### src/rtl/dmem_access_unit.sv
// dmem_access_unit: MEM-stage initiator for a word-addressed data memory with
// asynchronous read and synchronous write. Loads complete in one cycle with a
// registered, extended result; full-word stores write directly; byte and half
// stores use a read-modify-write pair (read/merge, then write). Misaligned or
// illegal requests are answered with an error and never touch memory.
module dmem_access_unit (
    input  logic        clk,
    input  logic        reset,
    input  logic        req_valid,
    output logic        req_ready,
    input  logic        req_write,
    input  logic [2:0]  req_funct3,
    input  logic [31:0] req_addr,
    input  logic [31:0] req_wdata,
    output logic        resp_valid,
    output logic [31:0] resp_rdata,
    output logic        resp_err,
    output logic [31:0] mem_addr,
    output logic [31:0] mem_din,
    output logic        mem_read,
    output logic        mem_write,
    input  logic [31:0] mem_dout
);

    typedef enum logic [0:0] {
        IDLE   = 1'b0,
        RMW_WR = 1'b1
    } state_t;

    localparam logic [2:0] F3_B  = 3'b000;
    localparam logic [2:0] F3_H  = 3'b001;
    localparam logic [2:0] F3_W  = 3'b010;
    localparam logic [2:0] F3_BU = 3'b100;
    localparam logic [2:0] F3_HU = 3'b101;

    state_t      state_q, state_d;
    logic [31:0] rmw_addr_q, rmw_addr_d;
    logic [31:0] rmw_data_q, rmw_data_d;
    logic        resp_valid_q, resp_valid_d;
    logic        resp_err_q, resp_err_d;
    logic [31:0] resp_rdata_q, resp_rdata_d;

    logic        accept_s;
    logic        illegal_s;
    logic [31:0] aligned_addr_s;

    // Select the addressed byte/half lane and extend it to 32 bits.
    function automatic logic [31:0] load_extract(input logic [31:0] word,
                                                 input logic [2:0]  f3,
                                                 input logic [1:0]  off);
        logic [7:0]  b;
        logic [15:0] h;
        logic [31:0] r;
        case (off)
            2'd0:    b = word[7:0];
            2'd1:    b = word[15:8];
            2'd2:    b = word[23:16];
            2'd3:    b = word[31:24];
            default: b = 8'h00;
        endcase
        h = off[1] ? word[31:16] : word[15:0];
        case (f3)
            F3_B:    r = {{24{b[7]}}, b};
            F3_H:    r = {{16{h[15]}}, h};
            F3_W:    r = word;
            F3_BU:   r = {24'h000000, b};
            F3_HU:   r = {16'h0000, h};
            default: r = 32'h0000_0000;
        endcase
        return r;
    endfunction

    // Replace the addressed byte/half lane of a word with right-aligned store data.
    function automatic logic [31:0] store_merge(input logic [31:0] word,
                                                input logic [2:0]  f3,
                                                input logic [1:0]  off,
                                                input logic [31:0] wd);
        logic [31:0] r;
        r = word;
        case (f3)
            F3_B: begin
                case (off)
                    2'd0:    r[7:0]   = wd[7:0];
                    2'd1:    r[15:8]  = wd[7:0];
                    2'd2:    r[23:16] = wd[7:0];
                    2'd3:    r[31:24] = wd[7:0];
                    default: r = word;
                endcase
            end
            F3_H: begin
                if (off[1]) begin
                    r[31:16] = wd[15:0];
                end else begin
                    r[15:0] = wd[15:0];
                end
            end
            default: r = word;
        endcase
        return r;
    endfunction

    assign req_ready      = (state_q == IDLE);
    assign accept_s       = req_valid && (state_q == IDLE);
    assign aligned_addr_s = {req_addr[31:2], 2'b00};

    // Legality decode: unknown sizes, unsigned stores and misalignment are errors.
    always_comb begin
        illegal_s = 1'b0;
        case (req_funct3)
            F3_B:         illegal_s = 1'b0;
            F3_H:         illegal_s = req_addr[0];
            F3_W:         illegal_s = (req_addr[1:0] != 2'b00);
            F3_BU:        illegal_s = req_write;
            F3_HU:        illegal_s = req_write || req_addr[0];
            default:      illegal_s = 1'b1;
        endcase
    end

    // Memory-side drive, next state, RMW latches and response next-values.
    always_comb begin
        mem_read     = 1'b0;
        mem_write    = 1'b0;
        mem_addr     = 32'h0000_0000;
        mem_din      = 32'h0000_0000;
        state_d      = state_q;
        rmw_addr_d   = rmw_addr_q;
        rmw_data_d   = rmw_data_q;
        resp_valid_d = 1'b0;
        resp_err_d   = 1'b0;
        resp_rdata_d = 32'h0000_0000;
        case (state_q)
            RMW_WR: begin
                // Second half of a sub-word store: commit the merged word.
                mem_write    = 1'b1;
                mem_addr     = rmw_addr_q;
                mem_din      = rmw_data_q;
                resp_valid_d = 1'b1;
                state_d      = IDLE;
            end
            IDLE: begin
                if (accept_s) begin
                    if (illegal_s) begin
                        resp_valid_d = 1'b1;
                        resp_err_d   = 1'b1;
                    end else if (!req_write) begin
                        mem_read     = 1'b1;
                        mem_addr     = aligned_addr_s;
                        resp_valid_d = 1'b1;
                        resp_rdata_d = load_extract(mem_dout, req_funct3, req_addr[1:0]);
                    end else if (req_funct3 == F3_W) begin
                        mem_write    = 1'b1;
                        mem_addr     = aligned_addr_s;
                        mem_din      = req_wdata;
                        resp_valid_d = 1'b1;
                    end else begin
                        // First half of a sub-word store: read and merge.
                        mem_read   = 1'b1;
                        mem_addr   = aligned_addr_s;
                        rmw_addr_d = aligned_addr_s;
                        rmw_data_d = store_merge(mem_dout, req_funct3, req_addr[1:0], req_wdata);
                        state_d    = RMW_WR;
                    end
                end else begin
                    state_d = IDLE;
                end
            end
            default: begin
                state_d = IDLE;
            end
        endcase
    end

    // State, RMW latches and registered response; reset abandons any pending RMW.
    always_ff @(posedge clk or posedge reset) begin
        if (reset) begin
            state_q      <= IDLE;
            rmw_addr_q   <= 32'h0000_0000;
            rmw_data_q   <= 32'h0000_0000;
            resp_valid_q <= 1'b0;
            resp_err_q   <= 1'b0;
            resp_rdata_q <= 32'h0000_0000;
        end else begin
            state_q      <= state_d;
            rmw_addr_q   <= rmw_addr_d;
            rmw_data_q   <= rmw_data_d;
            resp_valid_q <= resp_valid_d;
            resp_err_q   <= resp_err_d;
            resp_rdata_q <= resp_rdata_d;
        end
    end

    assign resp_valid = resp_valid_q;
    assign resp_err   = resp_err_q;
    assign resp_rdata = resp_rdata_q;

endmodule

### config.mk
export PLATFORM = sky130hd
export DESIGN_NAME = dmem_access_unit
export DESIGN_NICKNAME = d
export VERILOG_FILES = /design/src/rtl/dmem_access_unit.sv
export SDC_FILE = /design/constraint.sdc
export NUM_CORES = 1
export LEC_CHECK = 0
export ABC_AREA = 1
export BUFFER_PORTS_ARGS = -buffer_cell sky130_fd_sc_hd__buf_4
export CAP_MARGIN = 20
export CORE_ASPECT_RATIO = 0.8
export CORE_MARGIN = 3
export CORE_UTILIZATION = 45
export CTS_CLUSTER_DIAMETER = 80
export DETAILED_ROUTE_END_ITERATION = 7
export GPL_ROUTABILITY_DRIVEN = 0
export GPL_TIMING_DRIVEN = 0
export PLACE_DENSITY = 0.72
export SLEW_MARGIN = 10
export SYNTH_ARGS = -nofsm -noshare
export SYNTH_HDL_FRONTEND = slang
export SYNTH_SLANG_ARGS = --single-unit
### constraint.sdc
create_clock -name clk -period 7.75 [get_ports clk]
set_input_delay 0.775 -clock clk [delete_from_list [all_inputs] [get_ports clk]]
set_output_delay 0.775 -clock clk [all_outputs]
set_load 0.05 [all_outputs]
==> results of run 1 <==
-- cell type report --
type | instances | area share [%]
Buffer | 73 | 4.13
Multi-Input combinational cell | 821 | 40.7
Tap cell | 180 | 2.63
Inverter | 73 | 3.23
Clock inverter | 5 | 0.438
Clock buffer | 11 | 2.72
Sequential cell | 97 | 28.3
Timing Repair Buffer | 201 | 17.8
-- cells in the mapped netlist (all sizes together) --
| master | count |
|---|---|
| conb | 1 |
| clkbuf | 29 |
| inv | 72 |
| nand4 | 34 |
| and2 | 1 |
| o21ai | 24 |
| buf | 44 |
| a21oi | 35 |
| clkinv | 1 |
| nand2 | 503 |
| nor2 | 56 |
| dfrtp | 97 |
| nand3 | 165 |
| nor3 | 1 |
-- critical path: cells and delay by family --
kind | cells | cell delay, ns
and+or+nand+nor | 5 | 1.18
buffers and inverters | 3 | 0.71
-- power breakdown --
part | total, µW | internal (µW) | switching, µW
clock | 424 | 220 | 204
combinational | 428 | 143 | 285
sequential | 623 | 582 | 40.5
-- cell families (layout without fill, tap and decap cells) --
| logic type | Yosys count | after routing | share of synthesized area [%] |
|---|---|---|---|
| AOI/OAI and AO/OA | 59 | 59 | 4.52 |
| buffers and inverters | 146 | 363 | 9.61 |
| DFF | 97 | 97 | 37.1 |
| other | 1 | 2 | 0.0574 |
| and+or+nand+nor | 760 | 760 | 48.7 |
-- registers in the layout, summed over array words and instances (netlist names) --
signal      cells
resp_rdata     32
rmw_data_q     32
rmw_addr_q     30
resp_err        1
resp_valid      1
state_q         1
-- metrics by stage --
step           cell area, µm²  worst slack [ns]  hold slack (ns)  cells  utilization, %
2_1_floorplan            6540              4.44            0.449   1064               -
3_3_place_gp             8270              3.27            0.461   1444            59.6
3_5_place_dp             8300              4.43            0.465   1445            59.8
4_1_cts                  8570              4.37            0.484   1461            61.7
5_1_grt                  8570              4.22            0.495   1461            61.7
6_report                 8570              4.29            0.477   1461            61.7
-- final timing paths --
path,slack [ns],depth (start not counted),to
max,4.29,8,mem_din[9]
min,0.48,2,rmw_addr_q[11]
max reg2reg,5.55,6,rmw_data_q[10]
min reg2reg,0.48,2,rmw_data_q[2]
max in group asynchronous,6.61,3,resp_rdata[29]
min in group clk,0.48,2,rmw_data_q[2]
-- per-layer routing --
| metal | vias to the layer above | track usage [%] | routed length [µm] |
|---|---|---|---|
| met2 | 415 | 41.6 | 9970 |
| met1 | 3555 | 43.6 | 10900 |
| met3 | 58 | 8.34 | 2680 |
| met5 | - | 0 | 0 |
| li1 | 3788 | - | - |
| met4 | 0 | 8.33 | 578 |
==> impl_metrics.env, run 1 <==
export IMPL_status="complete, no violations"
export IMPL_gr_total_overflow=0
export IMPL_antenna_found_initial=0
export IMPL_cts_setup_buffers=0
export IMPL_cts_hold_buf=0
export IMPL_drive_gt1_share_pct=21.2
export IMPL_syn_area_um2=6540
export IMPL_route_antenna_remaining_nets=0
export IMPL_clock_latency_ns=0.35
export IMPL_crit_start="req_funct3[0]"
export IMPL_ys_top_cells_by_area="dfrtp_1 37%, nand2_1 29%, nand3_1 13%"
export IMPL_htree_levels=3
export IMPL_area_growth_pct=31.1
export IMPL_num_nets_final=1379
export IMPL_fin_crit_sh_pct=44.6
export IMPL_port_buffers=200
export IMPL_drc=0
export IMPL_ir_worst_vdd_mv=0.125
export IMPL_ys_warn_count=0
export IMPL_setup_violations=0
export IMPL_cts_tree="built"
export IMPL_track_usage_pct=29.4
export IMPL_worst_pin_slew_ns=0.616
export IMPL_netlist_instances=1063
export IMPL_post_route_min_period_ns=3.46
export IMPL_dp_hpwl_mm=18.4
export IMPL_finalPower_uw=1470
export IMPL_multiInputGateArea_um2=3490
export IMPL_ys_ff_latch=97
export IMPL_report_final_slew_viol_count=0
export IMPL_power_density_nw_per_um2=172
export IMPL_rsz0062_at_grt="no"
export IMPL_cts_buffers=9
export IMPL_post_cts_resized=0
export IMPL_wirelength_mm=24.1
export IMPL_fmax_ghz=0.289
export IMPL_clk_pin_slew_ns=0.07
export IMPL_critPathArrivalTime_ns=2.68
export IMPL_wl_per_cell_um=16.5
export IMPL_worstSetupStartpointType="primary input"
export IMPL_p_leak_uw=0.00488
export IMPL_syn_mean_instance_area_um2=6.15
export IMPL_layout_common_cells="501 x nand2_1, 211 x buf_4, 164 x nand3_1"
export IMPL_root_buffer="clkbuf_16"
export IMPL_chipHeight_um=114
export IMPL_synth_seq_area_share_pct=37.1
export IMPL_pin_count=204
export IMPL_drtIter0Drc=952
export IMPL_r2r_start="state_q"
export IMPL_hp_class="primary input to asynchronous set/reset pin"
export IMPL_synth_top_area_cell="dfrtp_1"
export IMPL_cp_end_kind="primary output"
export IMPL_cts_sink_count=97
export IMPL_crit_type="primary input to primary output"
export IMPL_seq_area_um2=2430
export IMPL_critPathMaxFanout=10
export IMPL_grt_start_max_net_pins=54
export IMPL_via_count=7816
export IMPL_final_common_cell="nand2_1"
export IMPL_worstPathCellList="buf_4 -> nor2_2 -> nand2_2 -> nor2_2 -> buf_2 -> nand4_1 -> nand2_1 -> buf_4"
export IMPL_fp_dieW_um=141
export IMPL_synth_top_area_share_pct=37.1
export IMPL_cp_required_ns=6.97
export IMPL_fillers=1362
export IMPL_relSlewSlack_pct=58.9
export IMPL_first_global_vias=7115
export IMPL_coreArea_um2=13900
export IMPL_dieArea_um2=16000
export IMPL_dr_pass1_iters=6
export IMPL_start_util_pct=47.1
export IMPL_vias_per_cell=5.35
export IMPL_grt_pass1_wl_mm=37.5
export IMPL_cpPeakStageDelay_ns=0.52
export IMPL_clockBufferDepth=2
export IMPL_diodes=0
export IMPL_worst_path_max_delay_cell="nor2_2"
export IMPL_final_setup_skew_ns=0.00868
export IMPL_drv_cap=0
export IMPL_finalHoldViolCount=0
export IMPL_synth_distinct_cells=22
export IMPL_num_rows=38
export IMPL_fin_tns_setup_ns=0
No activity file was read; power rests on OpenSTA's default activity.
==> run 2: changes to the inputs <==
--- a/config.mk
+++ b/config.mk
@@ -15,7 +15,7 @@
 export DETAILED_ROUTE_END_ITERATION = 7
 export GPL_ROUTABILITY_DRIVEN = 0
 export GPL_TIMING_DRIVEN = 0
-export PLACE_DENSITY = 0.72
+export PLACE_DENSITY = 0.74
 export SLEW_MARGIN = 10
 export SYNTH_ARGS = -nofsm -noshare
 export SYNTH_HDL_FRONTEND = slang
==> constraint.sdc (replaced) <==
create_clock -name clk -period 3 [get_ports clk]
set_input_delay 0.3 -clock clk [delete_from_list [all_inputs] [get_ports clk]]
set_output_delay 0.3 -clock clk [all_outputs]
set_load 0.05 [all_outputs]
==> run 2 against run 1 <==
Net effect: critical endpoint is now mem_din[12]; routed wire length shrank 0.59%; power grew to 2.6 times the previous value; non-clock buffer count is the same; the run now ends with hold timing left; via count grew 1.0%; sequential power grew to 2.6 times the previous value; clock-buffer cell count grew 1.
==> impl_metrics.env, run 2 (synthesis results as in run 1) <==
export IMPL_status="complete, but fails checks"
export IMPL_failed_checks="hold timing"
export IMPL_worst_path_max_delay_cell="nor2_1"
export IMPL_grt_start_max_net_pins=57
export IMPL_coreArea_um2=13900
export IMPL_report_final_slew_viol_count=0
export IMPL_p_leak_uw=0.00490
export IMPL_fin_tns_setup_ns=0
export IMPL_power_share_combinational_pct=28.7
export IMPL_dp_hpwl_mm=18.2
export IMPL_clockBufferDepth=2
export IMPL_drive_gt1_share_pct=21.3
export IMPL_post_route_min_period_ns=2.75
export IMPL_hp_class="primary input to asynchronous set/reset pin"
export IMPL_p_int_uw=2490
export IMPL_num_nets_final=1379
export IMPL_route_antenna_remaining_nets=0
export IMPL_final_setup_skew_ns=0.00638
export IMPL_wirelength_mm=23.9
export IMPL_cpPeakStageDelay_ns=0.37
export IMPL_gr_total_overflow=0
export IMPL_final_common_cell="nand2_1"
export IMPL_seq_power_share_pct=41.5
export IMPL_pin_count=204
export IMPL_fin_crit_sh_pct=91.6
export IMPL_via_count=7894
export IMPL_worst_pin_slew_ns=0.615
export IMPL_clk_pin_slew_ns=0.07
export IMPL_diodes=0
export IMPL_root_buffer="clkbuf_16"
export IMPL_worstPathCellList="clkbuf_1 -> nor2_1 -> clkbuf_2 -> buf_2 -> nand4_1 -> nand2_1 -> buf_4"
export IMPL_fmax_ghz=0.364
export IMPL_track_usage_pct=29.6
export IMPL_clock_latency_ns=0.35
export IMPL_rsz0062_at_grt="no"
export IMPL_ir_worst_vdd_mv=0.258
export IMPL_crit_type="register to primary output"
export IMPL_htree_levels=3
export IMPL_vias_per_cell=5.40
export IMPL_switchingPower_uw=1370
export IMPL_cp_end_kind="primary output"
export IMPL_setup_violations=0
export IMPL_drv_cap=0
export IMPL_p_sw_share_pct=35.5
export IMPL_power_density_nw_per_um2=449
export IMPL_critPathArrivalTime_ns=2.45
export IMPL_area_growth_pct=31.4
export IMPL_critPathMaxFanout=10
export IMPL_stdcell_area_um2=8590
export IMPL_port_buffers=200
export IMPL_finalHoldViolCount=4
export IMPL_clkPwrFrac_pct=29.8
export IMPL_drc=0
export IMPL_wl_per_cell_um=16.4
export IMPL_relSlewSlack_pct=58.9
export IMPL_dpl_instance_area_um2=8300
export IMPL_dr_pass1_iters=7
export IMPL_start_util_pct=47.1
export IMPL_cts_tree="built"
export IMPL_cts_buffers=9
export IMPL_fp_dieW_um=141
export IMPL_drtIter0Drc=1049
export IMPL_grt_pass1_wl_mm=37.9
export IMPL_worstSetupStartpointType="register"
export IMPL_cts_sink_count=97
export IMPL_cts_hold_buf=0
export IMPL_chipHeight_um=114
export IMPL_whs_ns=-0.0117
export IMPL_layout_common_cells="501 x nand2_1, 211 x buf_4, 164 x nand3_1"
export IMPL_num_rows=38
export IMPL_antenna_found_initial=0
export IMPL_dieArea_um2=16000
export IMPL_cp_required_ns=2.70
export IMPL_first_global_vias=7332
[run 2: changes by cell type in the layout (fill, tap and decap cells not counted), sizes merged]
cell      previous run  this run
clkbuf              40        41
clkinvlp             2         1
[run 2: timing repair]
action | CTS | global route
endpoints found under the setup margin | 0 | 39
gates resized for setup | 0 | 2
setup buffers | 0 | 0
[run 2: metrics by stage]
stage	setup WS (ns)	hold WS, ns	total power, µW	util [%]	instances
detailed placement	0.480	0.389	2710	59.8	1445
global route	0.105	0.0329	4060	61.9	1461
floorplan	0.166	0.410	2320	-	1064
finish	0.253	-0.0117	3860	61.9	1461
global placement	-1.01	0.461	2690	59.6	1444
CTS	0.0766	0.0170	3850	61.9	1461
[run 2: metal layers]
metal | global-route usage (%) | wire length, µm | share of wire (%)
met4 | 9.68 | 660 | 2.8
met1 | 42.8 | 10600 | 44
met3 | 9.30 | 2790 | 12
met2 | 42.2 | 9910 | 41
met5 | 0 | 0 | 0
[run 2: power by group through the flow]
stage | logic, µW | registers [µW] | clock network (µW)
global placement | 1070 | 1620 | 0
global route | 1220 | 1630 | 1210
CTS | 1100 | 1600 | 1160
detailed placement | 1090 | 1620 | 0
floorplan | 681 | 1640 | 0
finish | 1110 | 1600 | 1150
[run 2: path summary, 6_finish.rpt]
path	start	endpoint	slack (ns)	cells after the start
worst max register to register	state_q	rmw_data_q[6]	0.70	6
worst min register to register	rmw_addr_q[11]	rmw_addr_q[11]	0.48	2
min in group clk	req_addr[28]	rmw_addr_q[28]	0.15	3
max in group asynchronous	reset	resp_rdata[31]	2.33	3
worst min-delay path	reset	rmw_addr_q[8]	-0.01	2
worst max-delay path	state_q	mem_din[12]	0.25	7
[run 2: worst max-delay path, delay by kind of cell, from the launching register on]
kind | cells | cell delay, ns
buffers and inverters | 4 | 1.09
AND/OR/NAND/NOR | 3 | 0.64
flip-flops | 1 | 0.36
[run 2: area by class of cell]
| class | instances | area [µm²] |
|---|---|---|
| sequential | 97 | 2430 |
| timing repair buffer | 201 | 1530 |
| multi-input combinational | 821 | 3490 |
| clock buffer | 12 | 256 |
| clock inverter | 4 | 33.8 |
| fill | 1359 | 5290 |
| inverter | 73 | 277 |
| buffer | 73 | 355 |
| tap | 180 | 225 |
==> run 3: changes to the inputs <==
--- a/config.mk
+++ b/config.mk
@@ -11,6 +11,7 @@
 export CORE_ASPECT_RATIO = 0.8
 export CORE_MARGIN = 3
 export CORE_UTILIZATION = 45
+export CTS_BUF_LIST = sky130_fd_sc_hd__clkbuf_4
 export CTS_CLUSTER_DIAMETER = 80
 export DETAILED_ROUTE_END_ITERATION = 7
 export GPL_ROUTABILITY_DRIVEN = 0
==> run 3 against run 2 <==
Net effect: power fell by 12%; clock-buffer cell count fell by 2; critical endpoint unchanged; the flow now finishes without violations; largest power group unchanged; critical path depth did not move; first-iteration DRC count fell by 19%.
==> impl_metrics.env, run 3 (synthesis results as in run 1) <==
export IMPL_grt_start_max_net_pins=57
export IMPL_finalHoldViolCount=0
export IMPL_min_delay_start="req_addr[20]"
export IMPL_final_common_cell="nand2_1"
export IMPL_crit_type="register to primary output"
export IMPL_fmax_ghz=0.357
export IMPL_drive_gt1_share_pct=21.2
export IMPL_worstSetupStartpointType="register"
export IMPL_hp_class="primary input to register"
export IMPL_port_buffers=200
export IMPL_fp_dieW_um=141
export IMPL_via_count=7848
export IMPL_antenna_found_initial=0
export IMPL_clock_latency_ns=0.47
export IMPL_dpl_instance_area_um2=8300
export IMPL_report_final_slew_viol_count=0
export IMPL_root_buffer="clkbuf_4"
export IMPL_post_route_min_period_ns=2.80
export IMPL_track_usage_pct=29.5
export IMPL_drc=0
export IMPL_drtIter0Drc=853
export IMPL_fin_crit_sh_pct=93.4
export IMPL_cts_sink_count=97
export IMPL_rsz0062_at_grt="no"
export IMPL_relSlewSlack_pct=58.5
export IMPL_num_rows=38
export IMPL_clk_pin_slew_ns=0.17
export IMPL_clockBufferDepth=2
export IMPL_whs_ns=0.0101
export IMPL_worstPathCellList="clkbuf_1 -> nor2_2 -> clkbuf_2 -> buf_2 -> nand4_1 -> nand2_1 -> buf_4"
export IMPL_worst_path_max_delay_cell="dfrtp_1"
export IMPL_gr_total_overflow=0
export IMPL_stdcell_area_um2=8510
export IMPL_status="complete, no violations"
export IMPL_start_util_pct=47.1
export IMPL_worst_pin_slew_ns=0.616
export IMPL_cts_tree="built"
export IMPL_pin_count=204
export IMPL_worst_slack_ns=0.197
export IMPL_cpPeakStageDelay_ns=0.39
export IMPL_setup_violations=0
export IMPL_cts_setup_buffers=0
export IMPL_wirelength_mm=23.9
export IMPL_dieArea_um2=16000
export IMPL_drv_cap=0
export IMPL_crit_start="state_q"
export IMPL_layout_common_cells="501 x nand2_1, 211 x buf_4, 164 x nand3_1"
export IMPL_critPathArrivalTime_ns=2.50
export IMPL_cp_end_kind="primary output"
export IMPL_pre_cts_slack_ns=0.480
export IMPL_final_setup_skew_ns=0.0177
export IMPL_first_global_vias=7305
export IMPL_diodes=0
export IMPL_final_util_pct=61.3
export IMPL_grt_pass1_wl_mm=37.6
export IMPL_htree_levels=3
export IMPL_num_nets_final=1388
export IMPL_ir_worst_vdd_mv=0.227
export IMPL_path_buf_inv=4
export IMPL_chipHeight_um=114
export IMPL_r2r_start="state_q"
export IMPL_wl_per_cell_um=16.2
export IMPL_area_growth_pct=30.1
export IMPL_vias_per_cell=5.34
export IMPL_power_density_nw_per_um2=398
export IMPL_finalPower_uw=3380
export IMPL_cp_required_ns=2.70
export IMPL_critPathMaxFanout=10
export IMPL_dr_pass1_iters=6
export IMPL_cts_buffers=9
export IMPL_path_delay_family="buffers and inverters"
export IMPL_coreArea_um2=13900
export IMPL_dp_hpwl_mm=18.2
export IMPL_p_leak_uw=0.00486
export IMPL_route_antenna_remaining_nets=0
-- run 3: cell count changes in the layout (fill, tap and decap cells not counted), sizes merged --
cell,change
clkbuf,-2
dlygate4sd3,+9
clkinv,+2
-- run 3: tightest hold or removal path, stage by stage --
cell	delay [ns]
buf_4	0.08
nand2_1	0.04
nand2_1	0.05
-- run 3: cell type report --
cell class,instances,area (µm²)
inverters,73,277
plain buffers,73,355
clock inverters,6,41.3
fillers,1377,5380
flip-flops and latches,97,2430
repair buffers,210,1620
well taps,180,225
multi-input cells,821,3490
clock buffers,10,75.1
-- run 3: per-stage QoR --
step / cells / TNS (ns)
after floorplan: 1064 / 0
after global placement: 1444 / -97.10
after detailed placement: 1445 / 0
after CTS: 1465 / 0
after global routing: 1470 / 0
final: 1470 / 0
-- run 3: report_power, final --
group	internal (µW)	switching (µW)	leakage, µW
clock	182	481	0.0000625
sequential	1500	100	0.00127
combinational	378	739	0.00353
-- run 3: repair_timing --
action / CTS / global route
gates resized for setup: 1 / 1
endpoints found under the setup margin: 9 / 7
hold buffers: 4 / 5
hold endpoints to repair: 44 / 5
pin swaps: 0 / 0
-- run 3: final timing paths --
check / depth (start not counted) / end / slack (ns)
max: 7 / mem_din[12] / 0.20
min: 3 / rmw_addr_q[20] / 0.01
max reg2reg: 6 / rmw_data_q[6] / 0.83
min reg2reg: 2 / rmw_data_q[11] / 0.50
max in group asynchronous: 4 / resp_rdata[31] / 1.92
min in group asynchronous: 3 / rmw_addr_q[8] / 0.40
-- run 3: per-layer routing --
metal | GRT usage [%] | vias to the layer above | wire length [µm]
li1 | - | 3812 | -
met1 | 42.4 | 3579 | 10600
met2 | 41.6 | 400 | 9770
met3 | 10.1 | 57 | 2800
met4 | 9.81 | 0 | 688
met5 | 0 | - | 0
